$ cat src/rtl/mux_4_1_scanner_if.sv
// ---------------------------------------------------------------------------
// mux_4_1_scanner_if
// Bundles the scan-control and frame-handshake signals of mux_4_1_scanner.
//
// Signals
//   start        request one scan of all four mux channels (to scanner)
//   y            output of the downstream 4:1 mux being scanned (to scanner)
//   frame_ready  consumer accepts the frame together with frame_valid
//   s1, s0       mux select MSB / LSB (from scanner, registered)
//   busy         scan in progress (from scanner)
//   frame        captured frame, bit n = y sampled while {s1,s0}=n
//   frame_valid  frame complete and stable (from scanner)
//
// Modports
//   master  environment side: drives start/y/frame_ready
//   slave   scanner side: drives selects, busy and the frame
// ---------------------------------------------------------------------------
interface mux_4_1_scanner_if;
    logic       start;
    logic       y;
    logic       frame_ready;
    logic       s1;
    logic       s0;
    logic       busy;
    logic [3:0] frame;
    logic       frame_valid;

    modport master (
        output start, y, frame_ready,
        input  s1, s0, busy, frame, frame_valid
    );

    modport slave (
        input  start, y, frame_ready,
        output s1, s0, busy, frame, frame_valid
    );
endinterface

$ cat src/rtl/mux_4_1_scanner.sv
// ---------------------------------------------------------------------------
// mux_4_1_scanner
// Steps the select lines of an external 4:1 mux through channels 0..3,
// holds each select for DWELL cycles, samples the mux output on the last
// dwell cycle of each channel and presents the four samples as a frame
// with a valid/ready handshake.
//
// Parameters
//   DWELL   cycles each select is held before sampling (legal 1..255)
//
// Ports
//   clk     single clock, rising edge
//   rst_n   asynchronous active-low reset
//   bus     mux_4_1_scanner_if.slave (start, y, frame_ready in;
//           s1, s0, busy, frame, frame_valid out, all registered)
//
// Configuration macro
//   SCAN_CONTINUOUS_EN  when defined, an accepted frame immediately starts
//                       the next scan; otherwise the block returns to IDLE
//                       and waits for a new start.
// ---------------------------------------------------------------------------
module mux_4_1_scanner #(
    parameter int DWELL = 4
) (
    input  logic                clk,
    input  logic                rst_n,
    mux_4_1_scanner_if.slave    bus
);

    typedef enum logic [1:0] {
        IDLE   = 2'd0,
        SETTLE = 2'd1,
        DONE   = 2'd2
    } state_t;

    // Dwell counter reload value; counting runs DWELL-1 down to 0 so each
    // channel occupies exactly DWELL cycles.
    localparam logic [7:0] RELOAD = 8'(DWELL - 1);

    state_t     r_state;
    logic [1:0] r_channel;
    logic [7:0] r_count;
    logic [3:0] r_frame;
    logic       r_s1;
    logic       r_s0;
    logic       r_busy;
    logic       r_valid;

    state_t     w_state_nxt;
    logic [1:0] w_channel_nxt;
    logic [7:0] w_count_nxt;
    logic [3:0] w_frame_nxt;
    logic       w_s1_nxt;
    logic       w_s0_nxt;
    logic       w_busy_nxt;
    logic       w_valid_nxt;

    // Next-state, channel/counter sequencing and frame capture.
    always_comb begin
        w_state_nxt   = r_state;
        w_channel_nxt = r_channel;
        w_count_nxt   = r_count;
        w_frame_nxt   = r_frame;
        case (r_state)
            IDLE: begin
                if (bus.start) begin
                    w_state_nxt   = SETTLE;
                    w_channel_nxt = 2'd0;
                    w_count_nxt   = RELOAD;
                end else begin
                    w_state_nxt   = IDLE;
                end
            end
            SETTLE: begin
                if (r_count != 8'd0) begin
                    w_count_nxt = r_count - 8'd1;
                end else begin
                    // Last dwell cycle: the select has been stable for DWELL
                    // cycles, so y now reflects this channel.
                    w_frame_nxt[r_channel] = bus.y;
                    if (r_channel != 2'd3) begin
                        w_channel_nxt = r_channel + 2'd1;
                        w_count_nxt   = RELOAD;
                    end else begin
                        // Channel 3 ends the scan rather than wrapping.
                        w_state_nxt   = DONE;
                        w_channel_nxt = 2'd0;
                        w_count_nxt   = 8'd0;
                    end
                end
            end
            DONE: begin
                if (bus.frame_ready) begin
`ifdef SCAN_CONTINUOUS_EN
                    w_state_nxt   = SETTLE;
                    w_channel_nxt = 2'd0;
                    w_count_nxt   = RELOAD;
`else
                    w_state_nxt   = IDLE;
`endif
                end else begin
                    w_state_nxt   = DONE;
                end
            end
            default: begin
                w_state_nxt   = IDLE;
                w_channel_nxt = 2'd0;
                w_count_nxt   = 8'd0;
            end
        endcase
    end

    // Outputs are derived from the next state so they can be registered
    // and still line up with the state they describe.
    always_comb begin
        w_s1_nxt    = 1'b0;
        w_s0_nxt    = 1'b0;
        w_busy_nxt  = 1'b0;
        w_valid_nxt = 1'b0;
        case (w_state_nxt)
            SETTLE: begin
                w_s1_nxt   = w_channel_nxt[1];
                w_s0_nxt   = w_channel_nxt[0];
                w_busy_nxt = 1'b1;
            end
            DONE: begin
                w_valid_nxt = 1'b1;
            end
            default: begin
                w_busy_nxt  = 1'b0;
                w_valid_nxt = 1'b0;
            end
        endcase
    end

    // State, sequencing and registered output update.
    always_ff @(posedge clk or negedge rst_n) begin
        if (!rst_n) begin
            r_state   <= IDLE;
            r_channel <= 2'd0;
            r_count   <= 8'd0;
            r_frame   <= 4'b0000;
            r_s1      <= 1'b0;
            r_s0      <= 1'b0;
            r_busy    <= 1'b0;
            r_valid   <= 1'b0;
        end else begin
            r_state   <= w_state_nxt;
            r_channel <= w_channel_nxt;
            r_count   <= w_count_nxt;
            r_frame   <= w_frame_nxt;
            r_s1      <= w_s1_nxt;
            r_s0      <= w_s0_nxt;
            r_busy    <= w_busy_nxt;
            r_valid   <= w_valid_nxt;
        end
    end

    assign bus.s1          = r_s1;
    assign bus.s0          = r_s0;
    assign bus.busy        = r_busy;
    assign bus.frame       = r_frame;
    assign bus.frame_valid = r_valid;

endmodule

$ cat src/flat_wrapper.sv
// flat-port wrapper written by rule: the top's interface ports become plain ports
module mux_4_1_scanner_flat 
#(
    parameter int DWELL = 4
)
  (clk, rst_n, bus_start, bus_y, bus_frame_ready, bus_s1, bus_s0, bus_busy, bus_frame, bus_frame_valid);
  mux_4_1_scanner_if bus_i ();
  input  logic clk;
  input  logic rst_n;
  input wire logic [$bits(bus_i.start)-1:0] bus_start;
  input wire logic [$bits(bus_i.y)-1:0] bus_y;
  input wire logic [$bits(bus_i.frame_ready)-1:0] bus_frame_ready;
  output wire logic [$bits(bus_i.s1)-1:0] bus_s1;
  output wire logic [$bits(bus_i.s0)-1:0] bus_s0;
  output wire logic [$bits(bus_i.busy)-1:0] bus_busy;
  output wire logic [$bits(bus_i.frame)-1:0] bus_frame;
  output wire logic [$bits(bus_i.frame_valid)-1:0] bus_frame_valid;
  assign bus_i.start = bus_start;
  assign bus_i.y = bus_y;
  assign bus_i.frame_ready = bus_frame_ready;
  assign bus_s1 = bus_i.s1;
  assign bus_s0 = bus_i.s0;
  assign bus_busy = bus_i.busy;
  assign bus_frame = bus_i.frame;
  assign bus_frame_valid = bus_i.frame_valid;
  mux_4_1_scanner #(.DWELL(DWELL)) u_core (.clk(clk), .rst_n(rst_n), .bus(bus_i));
endmodule
$ cat config.mk
export PLATFORM = sky130hd
export DESIGN_NAME = mux_4_1_scanner_flat
export DESIGN_NICKNAME = d
export VERILOG_FILES = /design/src/rtl/mux_4_1_scanner_if.sv /design/src/rtl/mux_4_1_scanner.sv /design/src/flat_wrapper.sv
export SDC_FILE = /design/constraint.sdc
export NUM_CORES = 1
export LEC_CHECK = 0
export CAP_MARGIN = 20
export CORE_AREA = 2 2 51 53
export CTS_CLUSTER_DIAMETER = 120
export DETAILED_ROUTE_END_ITERATION = 8
export DIE_AREA = 0 0 53 55
export PLACE_DENSITY = 0.65
export SYNTH_ARGS = -nofsm -noshare
export SYNTH_HDL_FRONTEND = slang
export SYNTH_SLANG_ARGS = --single-unit
$ cat constraint.sdc
create_clock -name clk -period 2 [get_ports clk]
set_input_delay 0.4 -clock clk [delete_from_list [all_inputs] [get_ports clk]]
set_output_delay 0.4 -clock clk [all_outputs]
set_load 0.05 [all_outputs]
Word level (Yosys, flattened, before mapping):

Index checks and enable logic that the tools add are counted.

* order comparisons: 2
* bitwise operators: 2
* $add $sub $neg: 2
* mux-type cells: 20
* reduce and logical (&&, ||, !) cells: 5
* equality and inequality tests: 6

Operators with widths (count)
* 8-bit case mux with 3 select lines: 1
* 8-bit two-way mux: 2
* 2-bit two-way mux: 7
* 2-bit case mux with 3 select lines: 2
* 8-bit nonzero test: 1
* 8-bit by 1-bit subtractor with 8-bit output, second input constant: 1
* 1-bit two-way mux: 6
* 4-bit bitwise mux: 1
* 2-bit by 1-bit equality test with 1-bit output, second input constant: 2
* 2-bit equality test, second input constant: 2
* 2-bit inequality test, second input constant: 2
* 2-bit AND reduction: 2
* 2-bit by 3-bit < comparator with 1-bit output, second input constant: 1
* 2-bit by 1-bit adder with 2-bit output, second input constant: 1
* 1-bit demux with 2-bit select: 1
* 2-bit by 1-bit >= comparator with 1-bit output, second input constant: 1
* 2-bit zero test: 1
* 1-bit inverter: 2
* 1-bit logical AND: 1

* flip-flop bits (word level): 20
* output and inout bits: 8
* bits of input ports: 5
* word-level logic and storage cells: 45

Longest topological paths before layout:

* depth in word-level cells: 6
* depth in mapped cells: 7
* mapped depth without buffers: 6

Least setup slack after synthesis:

OpenSTA, ideal clock, no wires.

* path type: reg-to-reg
* from: reg u_core.r_count[0]
* to: reg u_core.r_frame[3], in the netlist u_core.bus.frame[3]
* stages on the path, launching flop included: 7
* buffers on the path: 0
* required time: 1.875 ns
* setup slack: 0.386 ns
* clock period less this slack: 1.614 ns
* library setup time: 0.125 ns
* arrival time: 1.489 ns
* cell sequence: dfrtp_1 > inv_1 > ha_1 > nor3b_2 > and3_4 > nand2_2 > mux2_4

* longest elaborated chain between the ends: 3

Ends and longest elaborated chain
* from (decl): RTL line mux_4_1_scanner.sv:42 `logic [7:0] r_count;`
* from (signal assigned): RTL line mux_4_1_scanner.sv:150 `r_count <= w_count_nxt;`
* 8-bit nonzero test: RTL line mux_4_1_scanner.sv:75 `if (r_count != 8'd0) begin`
* 1-bit inverter (no line)
* 2-bit AND reduction (no line)
* to (signal assigned): RTL line mux_4_1_scanner.sv:151 `r_frame <= w_frame_nxt;`
* to (decl): RTL line mux_4_1_scanner.sv:43 `logic [3:0] r_frame;`

No other way between the ends.
A chain may end at the register's enable or synchronous reset.

Final worst setup path:

* from: reg u_core.r_frame[3], in the netlist u_core.bus.frame[3]
* to: out bus_frame[3]

RTL lines
* to (decl): RTL line flat_wrapper.sv:16 `output wire logic [$bits(bus_i.frame)-1:0] bus_frame;`

No word-level cell between the ends.

==> out/metrics.cfg <==
[status]
status = complete, no violations

[route]
wl_per_cell_um = 12.5
via_per_inst = 5.24
wirelength_um = 1810
drt.antenna.violating_nets = 0
first_iter_violations = 16
via_count = 760
drc = 0
drtPass1Iterations = 4

[yosys]
syn-mean-instance-area_um2 = 10.4
async_flop_share_pct = 100
synth_ff_type = dfrtp_1
synth_cell_type_count = 31
netlist_instances = 99
ys_seq_area_share_pct = 48.6
ys_ff_latch = 20
synth_nets = 110
synthesis.area_mm2 = 0.00103
ys_warn_count = 0
synth_enable_flop_cells = 0

[pwr]
p_clk_share_pct = 13.8
p_comb_share_pct = 44.6
ir_worst_vdd_mv = 0.691
power.switching_uw = 719
p_per_area_mw_per_mm2 = 1370
total_power_mw = 1.68
switching_share_pct = 42.7
p_int_uw = 963
pwr-share-seq_pct = 41.6
power.leakage_nw = 0.527

[timing]
tightestPinTransition_ns = 0.496
timing.final.ws_setup_ns = 0.139
fmax_mhz = 537
report.final.slew_viol_count = 0
fin_worst_skew_ns = 0.00451
relSlewSlack_pct = 66.8
period_minus_slack_ns = 1.86
setup_viol = 0
fin_crit_sh_pct = 93.1
rsz0062_at_grt = no
fin_setup_tns_ns = 0
finalHoldViolations = 0

[final_layout]
drive_above_1_share_pct = 10.4
finish.utilization_pct = 52.0
fillers = 224
diodes = 0
final_cell_mix = dfrtp_1, nor2_1, clkdlybuf4s50_1
syn_to_final_growth_pct = 19.4
nets = 127
layout_commonest_cell = dfrtp_1

[die]
die_area_mm2 = 0.00292
rows = 18
ios = 13
die_height_um = 55
core_area_mm2 = 0.00236
start_util_pct = 43.5
die_w_um = 53

[clock_network]
clock_latency_ns = 0.30
clk_pin_slew_worst_paths_ns = 0.11
ctsHoldBuffers = 0
numCtsBuffers = 3
clock_sinks = 20
tritoncts = built
cts_setup_buffers = 0
cts_max_path_buffers = 2
htree_levels = 1
ctsRootBufferMaster = clkbuf_4
post_cts_resized = 0

[worst_setup_path]
cp.required_ns = 1.60
path_max_fanout = 2
cp-start-kind = flip-flop
crit_chain = clkdlybuf4s50_1
critPathLaunch = u_core.bus.frame[3]
r2r-start = u_core.r_count[0]
crit_arrival_ns = 1.46
worst-setup-path-type = flip-flop to primary output
slowest_delay_ns = 0.80
path_buf_inv = 1
critPathSlowestCell = clkdlybuf4s50_1
endpoint_kind = primary output
crit_family = buffers and inverters

[place]
pre_cts_ws_ns = 0.220
portBuffers = 12
place.gp.congestion = 0.850
hpwl_um = 1400

[global_route]
met1_usage_pct = 18.1
grt_pass1_vias = 734
grt_use_met3_pct = 2.42
grt_max_degree = 21
grtUsageMet2_pct = 26.3
busiest_layer = met2
grt-ovfl-total = 0
antenna_found_initial = 0
grt_usage_pct = 15.1
grt_pass1_wl_um = 3100

[job]
maxCapViolations = 0

[hold_path]
min_path_type = input pin to asynchronous set/reset pin

==> sequential cells by signal (all words and copies together), names as in the netlist <==
register                cells
u_core.bus.frame_valid      1
u_core.r_channel            2
u_core.bus.busy             1
u_core.bus.s0               1
u_core.r_state              2
u_core.bus.frame            4
u_core.bus.s1               1
u_core.r_count              8
==> power groups by stage <==
stage	Sequential [mW]	Combinational (mW)	Clock (mW)
2_1_floorplan	0.865	0.378	0
5_1_grt	0.722	0.832	0.253
3_3_place_gp	0.707	0.747	0
6_report	0.700	0.750	0.232
4_1_cts	0.703	0.760	0.241
3_5_place_dp	0.713	0.756	0
==> cell families after synthesis <==
logic type	after synthesis	share of synthesized area [%]
AO/OA/AOI/OAI	23	14.2
buffers and inverters	7	2.67
multiplexers	5	5.71
XOR/XNOR	4	3.40
AND/OR/NAND/NOR	34	18.1
adder cells (fa/ha/maj)	6	7.29
flip-flops	20	48.6
==> synth_stat cells (all sizes together) (2+ instances only) <==
library cell  instances  area [µm²]
mux2                  4        48.8
nor4                  2        27.5
nand2b                2        12.5
a21oi                 5        25.0
nor3                  2        10.0
ha                    6        75.1
xor2                  4        35.0
a311oi                2        23.8
nor2b                 2        12.5
nand2                 7        28.8
nor2                 12        45.0
inv                   5        18.8
dfrtp                20         500
o21ai                10        50.1
nand3                 4        20.0
==> routing by layer <==
layer	routed length, µm	part of all wire [%]
met5	0	0
met4	28	1.5
met3	76	4.2
met2	917	51
met1	792	44
==> final timing paths <==
kind                                       end  slack [ns]  cells after the start
setup / recovery                  bus_frame[3]        0.14                      1
hold / removal                 u_core.bus.busy        0.41                      2
setup reg to reg                 u_core.bus.s1        0.21                      6
hold reg to reg            u_core.bus.frame[1]        0.51                      1
max in group asynchronous    u_core.r_count[4]        1.38                      2
min in group clk           u_core.bus.frame[1]        0.51                      1
==> through the flow <==
step	hold slack (ns)	cell area (µm²)	cells
after global placement	0.476	1190	141
after floorplan	0.104	1030	99
after CTS	0.421	1230	145
after detailed placement	0.494	1190	141
final	0.413	1230	145
after global routing	0.460	1230	145
==> final cells by class <==
cell class / count / area [µm²] / share of cell area, %
repair buffers: 14 / 135 / 11.0
inverters: 5 / 18.8 / 1.53
well taps: 30 / 37.5 / 3.05
flip-flops and latches: 20 / 500 / 40.7
clock buffers: 4 / 36.3 / 2.95
multi-input cells: 72 / 502 / 40.8
No activity file was read; power rests on OpenSTA's default activity.
==> RTL change 1 (same flow settings) <==
Reset style: synchronous (`rst_n`), changed in one clocked block. Comments in the files are not updated.
--- a/src/rtl/mux_4_1_scanner.sv
+++ b/src/rtl/mux_4_1_scanner.sv
@@ -134,7 +134,7 @@
     end
 
     // State, sequencing and registered output update.
-    always_ff @(posedge clk or negedge rst_n) begin
+    always_ff @(posedge clk) begin
         if (!rst_n) begin
             r_state   <= IDLE;
             r_channel <= 2'd0;
Formal check against the unedited RTL: differs if rst_n is asserted again (counterexample within 4 cycles, from zero or initial values and one cycle with rst_n low); with rst_n held inactive, the same outputs for 10 cycles.
==> RTL change 1 against the unedited design <==
- sequential cell count unchanged
- area after synthesis fell by 5.2%
- design area shrank 3.6%
- core utilization decreased by 1.9 points
- worst setup slack lost 7.3 ps
- routed wire length is 3.4% higher
- via count fell by 1.1%
- highest routed layer unchanged
Power is not compared: it rests on default switching activity, and its combinational part moved more than twofold at a synthesized area within 25%.
==> RTL change 1: results (changes against the unedited design) <==
met3 WL=59 um (-22%); synth unique cells=29 (-6.5%); terminus of the critical flop-to-flop path=u_core.bus.s1; Final GP Congestion=0.862 (+1.4%); r2r startpoint=u_core.r_count[0]; num sequential=20 (unchanged); sequential-to-total area share from yosys stat=41.0% (-7.6 points); worst slew pin tran=503 ps (+7.40 ps); Non-clock inverters=4 (-1); CP delay by family, top=buffers and inverters; Top FF cell, synth=dfxtp_1; max reg flops=8 (unchanged); #MultiIn Comb=79 (+9.7%); hold endpoint=u_core.bus.frame[2]; Post-CTS Setup Inserts=0 (unchanged); register area=400 sq um (-20%); I/O Buffers=12 (unchanged); Reg2Reg Setup Slack=330 ps (+120 ps); antenna-violating nets left=0 (unchanged); Hold Path Origin=u_core.bus.frame[2]; M1 WL=926 um (+17%); internal power=between 0.7 and 0.8 mW; status=finished, final reports clean; ys async rst share=0% (-100 points); Top reg by flops=u_core.r_count; Wirelength per Cell=12.4 um (-0.74%); top cells by count, synth=20 x dfxtp_1, 12 x nand2_1, 8 x nor2b_1; sw frac=around 29%; Final Skew=1.47 ps (-3.04 ps); worst path arrival time=1470 ps; Synth Warn #=0 (unchanged); Nets=133 (+4.7%); n_diodes=0 (unchanged); met2 WL=833 um (-9.2%); number of fillers in the final layout=239 (+6.7%); Post-Syn Nets=117 (+6.4%); share of post-route cells with drive strength above 1=6.61% (-3.8 points); worst hold path class=reg2reg; DP HPWL=1.40 mm (-0.54%); root buffer cell=clkbuf_4; Setup crit start=u_core.bus.frame[1]; initial DRC count=14 (-2); signal buffers share of area=11.4% (+0.41 points); via count=752 (-1.1%); Synth area leaders=dfxtp_1 41%, ha_1 7.7%, mux2i_1 6.2%; vias in the first global route=703 (-4.2%); Initial DRT Pass Iterations=4 (unchanged); global-route wire length before repair=3.15 mm (+1.5%); # clk buffers=3 (-1); ClkCell Share=4.43% (+1.5 points); Max VDD drop=slightly above 0.5 mV; fraction of area in multi-input gates=46.0% (+5.2 points); Overall Global Routing Usage=15.6% (+0.56 points); clk_lat worst skew=310 ps; hold depth=2; sequential power=about 0.46 mW; pin count of the biggest net entering global routing=14 (-33%); Max clock buf depth=2 (unchanged); max incr delay on CP=between 800 and 900 ps
==> RTL change 1: how the worst max path moves through the flow <==
| stage | endpoint | cells after the start | slack (ps) |
|---|---|---|---|
| 3_5_place_dp | u_core.bus.s1 | 5 | 230 |
| 3_3_place_gp | u_core.bus.s0 | 5 | 230 |
| 2_1_floorplan | u_core.r_count[6] | 6 | 550 |
| 5_1_grt | bus_frame[1] | 1 | 70 |
| 6_report | bus_frame[1] | 1 | 130 |
| 4_1_cts | bus_frame[1] | 1 | 120 |
==> RTL change 1: logic make-up after synthesis <==
| group | count (synthesis) | share of synthesized area, % |
|---|---|---|
| mux | 6 | 6.15 |
| flops | 20 | 41.0 |
| fa+ha+maj | 6 | 7.69 |
| simple gates | 44 | 26.5 |
| xor+xnor | 4 | 3.59 |
| compound gates | 19 | 11.9 |
| buf+inv | 7 | 3.08 |
==> RTL change 1: per-stage QoR <==
stage / hold WS [ps] / utilization (%) / cells / setup slack [ps] / area (sq um)
after global placement: 447 / 47.9 / 147 / 235 / 1130
after detailed placement: 458 / 47.9 / 147 / 229 / 1130
after floorplan: 462 / - / 106 / 550 / 976
after CTS: 475 / 50.2 / 151 / 118 / 1190
after global routing: 492 / 50.2 / 151 / 71.3 / 1190
final: 471 / 50.2 / 151 / 131 / 1190
==> RTL change 1: worst reg2reg max path: stages (launching register included) <==
cell	delay (ps)
dfxtp_1	340
inv_1	90
ha_1	160
nor3b_1	360
and2_1	320
a31oi_1	150
and2_1	160
==> RTL change 1: per-layer routing <==
metal | up-vias | global-route usage [%]
met1 | 340 | 20.6
li1 | 396 | -
met4 | 0 | 10.3
met5 | - | 0
met2 | 11 | 23.5
met3 | 5 | 2.69
==> RTL change 2 (same settings) <==
Made on the original files. Add a define of `SCAN_CONTINUOUS_EN`.
--- a/src/rtl/mux_4_1_scanner.sv
+++ b/src/rtl/mux_4_1_scanner.sv
@@ -19,6 +19,8 @@
 //                       the next scan; otherwise the block returns to IDLE
 //                       and waits for a new start.
 // ---------------------------------------------------------------------------
+`define SCAN_CONTINUOUS_EN
+
 module mux_4_1_scanner #(
     parameter int DWELL = 4
 ) (
Function: same outputs for any inputs over 10 cycles, from zero or initial values and one cycle with rst_n low; that may be too few to reach the edited logic, so the function may still have changed.
==> RTL change 2 against the unedited design <==
- clock power shrank 19%
- worst setup slack lost 13 ps
- core utilization shrank 0.053 points
- final cell count shrank 1.4%
- synthesized cell count shrank 2.0%
- design area shrank 0.10%
- hold slack gained 19 ps
- non-clock buffer count grew 1
- count of clock-buffer cells in the layout shrank 1
- largest cell class unchanged
- area after synthesis shrank 0.12%
- routed wire length grew 2.3%
- total power shrank 1.5%
- sequential cell count is the same
==> RTL change 2: results (changes against the unedited design) <==
Layout Cells excl Fill=143 (-1.4%); Initial DRT Pass Iterations=4 (unchanged); maximum level of the CTS H-tree=1 (unchanged); Max clock buf depth=2 (unchanged); Num CTS Buffers=3 (unchanged); Critical-path top delay cell=dfrtp_1; Post-CTS Setup Inserts=0 (unchanged); max incr delay on CP=410 ps (-390 ps); DP Cell Count=140 (-0.71%); max reg flops=8 (unchanged); Vias/cell=5.20 (-0.74%); Final GP Congestion=0.792 (-6.8%); DP HPWL=1.39 mm (-1.3%); n_diodes=0 (unchanged); Hold Worst Slack=431 ps (+18.6 ps); Crit Path Category=reg2reg; Nets=126 (-0.79%); clk_lat worst skew=300 ps (about the same); root buffer cell=clkbuf_4; Reg2Reg Depth=6 (unchanged); worst path arrival time=2060 ps (+600 ps); number of fillers in the final layout=228 (+1.8%); status=finished, final reports clean; Mapped Cells=97 (-2.0%); ys async rst share=100% (unchanged); Post-Syn Nets=108 (-1.8%); clock-pin slew on the worst setup and hold paths=110 ps (about the same); fin area=1230 sq um (-0.10%); top cells by count, synth=20 x dfrtp_1, 15 x nor2_1, 7 x o21ai_0; pin count of the biggest net entering global routing=21 (unchanged); Wirelength per Cell=13.0 um (+3.7%); global-route wire length before repair=3.15 mm (+1.5%); Reg2Reg Setup Slack=130 ps (-80 ps); worst hold path class=in2async; Max FO, Critical Path=5 (+3); r2r startpoint=u_core.r_count[0]; share of post-route cells with drive strength above 1=15.9% (+5.5 points); vias in the first global route=725 (-1.2%); Final Skew=6.07 ps (+1.56 ps); Max VDD drop=0.758 mV (+9.7%); sequential-to-total area share from yosys stat=48.7% (+0.059 points); I/O Buffers=12 (unchanged); synth unique cells=29 (-6.5%); initial antenna violation count=0 (unchanged); Top reg by flops=u_core.r_count; Overall Global Routing Usage=15.0% (-0.017 points); post-cts resize count=0 (unchanged); pre-CTS WS=57.9 ps (-162 ps); DRC violations left=0 (unchanged); minimum clock period after layout=1870 ps (+13.1 ps); Lkg Pwr=0.521 nW (-1.0%); worst slew pin tran=497 ps (+0.887 ps); Synth area leaders=dfrtp_1 49%, ha_1 7.3%, nor2_1 5.5%; Top FF cell, synth=dfrtp_1; initial DRC count=14 (-2); Synth Warn #=0 (unchanged)
## RTL change 2: cell count changes after synthesis, sizes merged, moves of 2 or more
cell,change
a21oi,-4
a311oi,-2
nand2,-2
o21ai,-3
xor2,+2
o211ai,+3
nand3,-3
nor2,+3
mux2,+3
## RTL change 2: critical path: cells and delay by family, from the launching register on
kind	cells	cell delay, ps
muxes	1	300
and+or+nand+nor	3	770
adders and majority gates	1	190
buffers and inverters	1	90
DFF	1	410
## RTL change 2: final timing paths
| check | endpoint |
|---|---|
| worst max-delay path | u_core.bus.frame[3] |
| worst min-delay path | u_core.bus.frame[0] |
| worst max register to register | u_core.bus.frame[3] |
| worst min register to register | u_core.bus.frame[1] |
| max in group asynchronous | u_core.r_count[1] |
| min in group clk | u_core.bus.frame[1] |
## RTL change 2: cell type report
cell class	count	area share, %
Multi-Input combinational cell	69	40.9
Sequential cell	20	40.7
Timing Repair Buffer	15	11.6
Tap cell	30	3.05
Clock buffer	3	1.83
Inverter	6	1.83
## RTL change 2: cells by family (layout without fill, tap and decap cells)
family	count (synthesis)	in the layout	share of synthesized area (%)
AO/OA/AOI/OAI	17	17	10.8
adder cells (fa/ha/maj)	6	6	7.30
flip-flops	20	20	48.7
buffers and inverters	8	24	2.92
multiplexers	8	8	9.00
AND/OR/NAND/NOR	32	32	16.2
XOR/XNOR	6	6	5.11
## RTL change 2: per-layer routing
metal	track usage (%)	wire (um)
met5	0	0
met4	6.41	30
met3	3.76	110
met2	25.0	845
met1	18.7	868
## RTL change 2: where the power goes
part	switching, mW	internal (mW)
clock	0.116	0.0701
combinational	0.463	0.318
sequential	0.132	0.556
